## config.mk

```make
export PLATFORM = sky130hd
export DESIGN_NAME = des_round_ctrl
export DESIGN_NICKNAME = d
export VERILOG_FILES = /design/src/rtl/des_pkg.sv /design/src/rtl/des_shift_rom.sv /design/src/rtl/des_round_ctrl.sv
export SDC_FILE = /design/constraint.sdc
export NUM_CORES = 1
export LEC_CHECK = 0
export BUFFER_PORTS_ARGS = -buffer_cell sky130_fd_sc_hd__buf_2
export CORE_UTILIZATION = 35
export CTS_CLUSTER_SIZE = 25
export DETAILED_ROUTE_END_ITERATION = 10
export PLACE_DENSITY = 0.58
export SYNTH_ARGS = -nofsm -noshare
export SYNTH_HDL_FRONTEND = slang
export SYNTH_SLANG_ARGS = --single-unit
```

## constraint.sdc

```tcl
create_clock -name clk -period 3.2 [get_ports clk]
set_input_delay 0.64 -clock clk [delete_from_list [all_inputs] [get_ports clk]]
set_output_delay 0.64 -clock clk [all_outputs]
set_load 0.01 [all_outputs]
```

## src/rtl/des_pkg.sv

```systemverilog
// Shared definitions for the iterative DES round sequencer: FSM states,
// round count, mode encodings and the encrypt key-rotation schedule.
package des_pkg;

    typedef enum logic [2:0] {
        ST_IDLE  = 3'd0,
        ST_LOAD  = 3'd1,
        ST_ROUND = 3'd2,
        ST_FINAL = 3'd3,
        ST_DONE  = 3'd4
    } state_t;

    localparam int ROUNDS = 16;
    localparam int CNT_W  = $clog2(ROUNDS);

    localparam logic DES_ENC = 1'b0;
    localparam logic DES_DEC = 1'b1;

    // Left-rotation amounts of C/D per encrypt round 0..15 (sum = 28).
    localparam logic [1:0] ENC_SHIFT [ROUNDS] = '{
        2'd1, 2'd1, 2'd2, 2'd2, 2'd2, 2'd2, 2'd2, 2'd2,
        2'd1, 2'd2, 2'd2, 2'd2, 2'd2, 2'd2, 2'd2, 2'd1
    };

endpackage

```

## src/rtl/des_shift_rom.sv

```systemverilog
// Per-round C/D rotation amount and direction; zero outside round cycles.
module des_shift_rom
    import des_pkg::*;
(
    input  logic [3:0] round_idx,
    input  logic       mode,
    input  logic       round_en,
    output logic [1:0] key_shift,
    output logic       key_dir
);

    logic [1:0] dec_shift [ROUNDS];

    // Decrypt walks the schedule backwards: round 0 uses the unrotated
    // PC-1 state (already K16), round i undoes encrypt rotation 16-i.
    generate
        for (genvar gi = 0; gi < ROUNDS; gi++) begin : g_dec_tbl
            if (gi == 0) begin : g_first
                assign dec_shift[gi] = 2'd0;
            end else begin : g_rest
                assign dec_shift[gi] = ENC_SHIFT[ROUNDS - gi];
            end
        end
    endgenerate

    always_comb begin
        key_shift = 2'd0;
        key_dir   = 1'b0;
        if (round_en) begin
            if (mode == DES_DEC) begin
                key_shift = dec_shift[round_idx];
                key_dir   = 1'b1;
            end else begin
                key_shift = ENC_SHIFT[round_idx];
            end
        end
    end

endmodule

```

## src/rtl/des_round_ctrl.sv

```systemverilog
// Round sequencer for the iterative DES datapath: LOAD, 16 rounds, FINAL, DONE.
// All outputs decode registered state only.
module des_round_ctrl
    import des_pkg::*;
(
    input  logic       clk,
    input  logic       rst,
    input  logic       start,
    input  logic       decrypt,
    input  logic       abort,
    output logic       busy,
    output logic       load,
    output logic       round_en,
    output logic [3:0] round_idx,
    output logic [1:0] key_shift,
    output logic       key_dir,
    output logic       last_round,
    output logic       fp_en,
    output logic       done
);

    localparam logic [CNT_W-1:0] CNT_LAST = CNT_W'(ROUNDS - 1);

    state_t           state_reg, state_next;
    logic [CNT_W-1:0] cnt_reg, cnt_next;
    logic             mode_reg, mode_next;

    always_ff @(posedge clk) begin
        if (rst) begin
            state_reg <= ST_IDLE;
            cnt_reg   <= '0;
            mode_reg  <= DES_ENC;
        end else begin
            state_reg <= state_next;
            cnt_reg   <= cnt_next;
            mode_reg  <= mode_next;
        end
    end

    always_comb begin
        state_next = state_reg;
        cnt_next   = cnt_reg;
        mode_next  = mode_reg;
        case (state_reg)
            ST_IDLE: begin
                if (start && !abort) begin
                    state_next = ST_LOAD;
                    mode_next  = decrypt;
                end
            end
            ST_LOAD: begin
                state_next = ST_ROUND;
                cnt_next   = '0;
            end
            ST_ROUND: begin
                if (cnt_reg == CNT_LAST) begin
                    state_next = ST_FINAL;
                    cnt_next   = '0;
                end else begin
                    cnt_next = cnt_reg + 1'b1;
                end
            end
            ST_FINAL: state_next = ST_DONE;
            ST_DONE:  state_next = ST_IDLE;
            default:  state_next = ST_IDLE;
        endcase
        // Abort overrides everything once an operation is in flight.
        if (abort && state_reg != ST_IDLE) begin
            state_next = ST_IDLE;
            cnt_next   = '0;
        end
    end

    assign busy       = (state_reg != ST_IDLE);
    assign load       = (state_reg == ST_LOAD);
    assign round_en   = (state_reg == ST_ROUND);
    assign round_idx  = round_en ? 4'(cnt_reg) : 4'd0;
    assign last_round = round_en && (cnt_reg == CNT_LAST);
    assign fp_en      = (state_reg == ST_FINAL);
    assign done       = (state_reg == ST_DONE);

    des_shift_rom u_shift_rom (
        .round_idx (round_idx),
        .mode      (mode_reg),
        .round_en  (round_en),
        .key_shift (key_shift),
        .key_dir   (key_dir)
    );

endmodule

```

==> results of run 1 <==
==> placed cells by master, fill, tap and decap left out, types with 3 or more instances in the layout <==
cell type	instances
clkbuf_4	3
dfxtp_1	8
nor2_1	4
nor3_1	3
and2_1	3
a21oi_1	8
o21ai_0	3
buf_2	17
nand3_1	4
inv_1	5
nand2_1	3
==> layer usage <==
layer  vias up  wire length, um
met4         0               26
li1        263                -
met5         -                0
met2        16              431
met1       217              554
met3         4               48
==> critical path: cells and delay by family (launching register included) <==
family	cells	cell delay [ns]
buffers and inverters	1	0.16
DFF	1	0.44
and+or+nand+nor	2	0.75
==> power breakdown <==
group,total (mW),leakage [nW],internal [mW],switching [mW]
sequential,0.107,0.0648,0.102,0.00425
clock,0.0759,0.0138,0.0428,0.0331
combinational,0.0257,0.209,0.0123,0.0134
total,0.208,0.287,0.158,0.0508
==> final timing paths <==
| kind | startpoint | cells after the start | to | slack [ns] |
|---|---|---|---|---|
| setup reg to reg | cnt_reg[0] | 4 | state_reg[0] | 1.76 |
| setup / recovery | state_reg[1] | 3 | key_shift[1] | 0.96 |
| hold / removal | mode_reg | 2 | mode_reg | 0.48 |
| hold reg to reg | mode_reg | 2 | mode_reg | 0.48 |
==> cells by family after synthesis <==
family | count (synthesis) | synth area share (%)
flops | 8 | 32.0
fa+ha+maj | 1 | 2.50
buf+inv | 10 | 8.00
compound gates | 14 | 17.0
mux | 1 | 2.25
simple gates | 31 | 38.3
==> area by class of cell <==
class	count	area, sq um	share of cell area (%)
Clock buffer	3	22.5	3.70
Inverter	6	22.5	3.70
Multi-Input combinational cell	47	300	49.3
Sequential cell	8	160	26.3
Tap cell	15	18.8	3.08
Timing Repair Buffer	17	85.1	14.0
==> results.md, run 1 <==
- Synth top cells by count: a21oi_1, dfxtp_1, inv_1, nand3_1, nor2_1
- Post-CTS setup buffer count: 0
- Wire per inst: 11.0 um
- Syn_nets: 71
- Total power: 0.208 mW
- Post-synth EDFFs: 0
- Critical path peak fanout: 8
- Crit path arrival time: 1.60 ns
- # IOs: 18
- Fin nets: 89
- Crit Path Class: flip-flop to output pin
- ANT cells: 0
- Relative slew margins: 80.0%
- Rows: 13
- Pre-CTS WS: 1.23 ns
- Synthesized netlist cell count: 65
- CTS Sinks: 8
- Fmax: 446 MHz
- GR peak layer: met2
- Placed cell areas: 587 sq um
- Slew Limit Fails: 0
- Vias per cell: 5.21
- H-tree Lvls: 1
- GR Util met3: 1.70%
- Via count: 500
- # DRC: 0
- CP required: 2.56 ns
- Worst-path clk slew: 0.05 ns
- Flop and latch count out of synthesis: 8
- Final setup margin: 0.957 ns
- Die width: 39.8 um
- Starting DRC count in detailed routing: 4
- # fillers: 145
- Filler-free cell count of the finished design: 96
- ANT nets after route: 0
- Design area: 609 sq um
- Grt total ovfl: 0
- Number of I/O port buffers: 17
- Max VDD drop: 0.202 mV
- CP peak stage delay: 0.51 ns
- Layout cells sized above 1: 30.9%
- Worst setup SP type: flip-flop
- Placed Cells: 93
- Leak pwr: 0.287 nW
- Root Driver: clkbuf_4
- Initial core utilization: 38.0%
- Final wirelength: 1.06 mm
- Syn Area/Cell: 7.70 sq um
- Final Wtd Congestion: 0.657
- Post-synth cell types: 27
- First-pass GRT wire length: 1.62 mm
- Status: completed
- Vias in the first global route: 404
- Met2 Resource Use GR: 22.5%
- CP Capture Type: output pin
- Worst-Skew Late Latency: 0.25 ns
- Min Clock Period, post-route: 2.24 ns
- Share of the synthesized area in the top cell type: 32.0%
- Hold Path Class: flip-flop to flip-flop
- Slowest-stage cell, CP: or3b_1
- Cell Pwr Density: 342 mW/mm^2
- HPWL after DPL: 756 um
- Max-cap violations: 0
- Cell Area, Synth: 500 sq um
- Ys async rst share: 0%
- Post_cts resized: 0
- Hold_buf cts: 0
- Die footprint: 0.00159 sq mm
- Final clock skew: 0.00184 ns
- Seq/Total Area, Yosys: 32.0%
- Synth Flop Type: dfxtp_1
- Antenna violations before repair: 0
- WHS: 0.478 ns
- TritonRoute pass-1 iters: 4
- Total Routing Usage GR: 15.6%
- Synth warn: 0
- RSZ-0062 raised after global routing: no
- Synth area leaders: dfxtp_1, a21oi_1, nand4bb_1
- Clock buffer depth: 2
- Synth-to-layout area growth: 21.7%
- Final Util: 46.2%
- Area leader, netlist: dfxtp_1
- Largest net degree at the start of global routing: 11
- Final period util: 70.1%
- Num CTS Buffers: 3
- Die height: 39.8 um
- CTS tree: done
- Final setup violation count: 0
- Largest register FFs: 4
- Total negative setup slack: 0 ns
- Count of final hold-check violations: 0
- Total core area: 0.00132 sq mm
- Worst path cell trace: or3b_1 -> nor3_1 -> buf_2
- Met1 Usage GRT: 20.2%
- Worst-margin pin slew: 0.300 ns
Power figures use the tool's default switching activity.
==> run 2: changes to the inputs <==
--- a/config.mk
+++ b/config.mk
@@ -5,11 +5,12 @@
 export SDC_FILE = /design/constraint.sdc
 export NUM_CORES = 1
 export LEC_CHECK = 0
+export ABC_AREA = 1
 export BUFFER_PORTS_ARGS = -buffer_cell sky130_fd_sc_hd__buf_2
 export CORE_UTILIZATION = 35
 export CTS_CLUSTER_SIZE = 25
 export DETAILED_ROUTE_END_ITERATION = 10
-export PLACE_DENSITY = 0.58
+export PLACE_DENSITY = 0.56
 export SYNTH_ARGS = -nofsm -noshare
 export SYNTH_HDL_FRONTEND = slang
 export SYNTH_SLANG_ARGS = --single-unit
==> constraint.sdc (replaced) <==
create_clock -name clk -period 2.1 [get_ports clk]
set_input_delay 0.42 -clock clk [delete_from_list [all_inputs] [get_ports clk]]
set_output_delay 0.42 -clock clk [all_outputs]
set_load 0.01 [all_outputs]
==> results.md, run 2 <==
- Status: completed
- Syn_nets: 92
- Crit Path Class: flip-flop to output pin
- Cell Pwr Density: 806 mW/mm^2
- Total negative setup slack: 0 ns
- Worst-path clk slew: 0.06 ns
- CP Capture Type: output pin
- Leak pwr: 0.365 nW
- Number of I/O port buffers: 17
- Worst R2R End: cnt_reg[0]
- CP required: 1.68 ns
- Synth top cells by count: nand2_1, nor2_1, nand3_1, inv_1, dfxtp_1
- Total power: 0.553 mW
- H-tree Lvls: 1
- Grt total ovfl: 0
- Placed Cells: 118
- Worst setup SP type: flip-flop
- Count of final hold-check violations: 0
- Placed cell areas: 663 sq um
- Critical path peak fanout: 8
- # IOs: 18
- CTS Sinks: 8
- Num CTS Buffers: 3
- Reg-to-reg startpoint: state_reg[1]
- Largest register FFs: 4
- Via count: 597
- Hold_sp: decrypt
- Min Clock Period, post-route: 1.85 ns
- Wire per inst: 10.2 um
- ANT nets after route: 0
- First-pass GRT wire length: 2.24 mm
- Max-cap violations: 0
- Flop and latch count out of synthesis: 8
- Fmax: 542 MHz
- Relative slew margins: 73.8%
- Synth area leaders: dfxtp_1, nand2_1, nand3_1
- Starting DRC count in detailed routing: 3
- Largest net degree at the start of global routing: 9
- Synth Flop Type: dfxtp_1
- Post_cts resized: 0
- Total core area: 0.00151 sq mm
- CTS tree: done
- Seq/Total Area, Yosys: 28.3%
- Crit path arrival time: 1.43 ns
- Post-synth cell types: 21
- Hold_buf cts: 0
- Hold worst-path end: mode_reg
- Hold Path Depth: 3
- Slew Limit Fails: 0
- Total Routing Usage GR: 16.7%
- Initial core utilization: 37.5%
- Final period util: 87.9%
- Die footprint: 0.00178 sq mm
- RSZ-0062 raised after global routing: no
- Final setup violation count: 0
- Worst-Skew Late Latency: 0.26 ns
- Clock buffer depth: 2
- Syn Area/Cell: 6.58 sq um
- WHS: 0.387 ns
- Fin nets: 113
- Pre-CTS WS: 0.533 ns
- Final clock skew: 0.00664 ns
- Rows: 14
- ANT cells: 0
- Ys async rst share: 0%
- Final Util: 45.5%
- Max VDD drop: 0.633 mV
- Final Wtd Congestion: 0.771
- Post-CTS setup buffer count: 0
- Synth warn: 0
- Filler-free cell count of the finished design: 121
- Hold Path Class: primary input to flip-flop
- R2R depth: 6
- Antenna violations before repair: 0
- Layout cells sized above 1: 35.2%
- Die width: 42.2 um
- Final wirelength: 1.24 mm
- Final setup margin: 0.254 ns
- Share of the synthesized area in the top cell type: 28.3%
- Vias in the first global route: 549
- # DRC: 0
- Vias per cell: 4.93
- Synthesized netlist cell count: 86
- Commonest non-fill, non-tap cells in the layout: nand2_1, buf_2, nor2_1
- Post-synth EDFFs: 0
- HPWL after DPL: 986 um
- Count leader, synth: nand2_1
- Root Driver: clkbuf_4
- Design area: 686 sq um
- Die height: 42.2 um
- Flop-to-flop setup slack: 0.83 ns
- Cell Area, Synth: 566 sq um
- TritonRoute pass-1 iters: 4
- Synth-to-layout area growth: 21.2%
- Worst-margin pin slew: 0.392 ns
- Area leader, netlist: dfxtp_1
-- run 2: metal layers --
layer	global-route usage (%)	vias to the layer above	part of all wire, %
met3	3.88	4	4.4
met2	26.8	14	47
li1	-	312	-
met5	0	-	0
met1	20.3	267	47
met4	9.38	0	2.2
-- run 2: worst max path at each step --
stage	slack, ns	end	from	cells past startpoint
CTS	0.24	key_shift[0]	state_reg[0]	7
global placement	0.55	key_shift[0]	state_reg[0]	7
global route	0.13	key_shift[0]	state_reg[0]	7
floorplan	0.65	key_shift[0]	state_reg[0]	6
finish	0.25	key_shift[0]	state_reg[0]	7
detailed placement	0.53	key_shift[0]	state_reg[0]	7
-- run 2: cell families (layout without fill, tap and decap cells) --
| group | Yosys count | count (layout) | synth area share, % |
|---|---|---|---|
| buf+inv | 15 | 34 | 10.6 |
| simple gates | 56 | 56 | 53.5 |
| fa+ha+maj | 1 | 1 | 2.21 |
| flops | 8 | 8 | 28.3 |
| compound gates | 6 | 6 | 5.31 |
-- run 2: cell type report --
type / instances / area (sq um)
Fill cell: 181 / 821
Multi-Input combinational cell: 63 / 345
Sequential cell: 8 / 160
Timing Repair Buffer: 17 / 85.1
Inverter: 14 / 52.6
Clock buffer: 3 / 22.5
Tap cell: 16 / 20.0
-- run 2: worst max-delay path, cell delays in order (launching register included) --
cell and delay, ns:
dfxtp_1 0.36, nor2_4 0.27, nand2_4 0.12, nor2_4 0.13
nor2_1 0.06, nand2_1 0.05, nand2_1 0.04, buf_2 0.13
-- run 2: power breakdown --
part | leakage (nW) | switching (mW) | internal (mW)
combinational | 0.286 | 0.146 | 0.0773
clock | 0.0138 | 0.0581 | 0.0658
sequential | 0.0650 | 0.0353 | 0.170
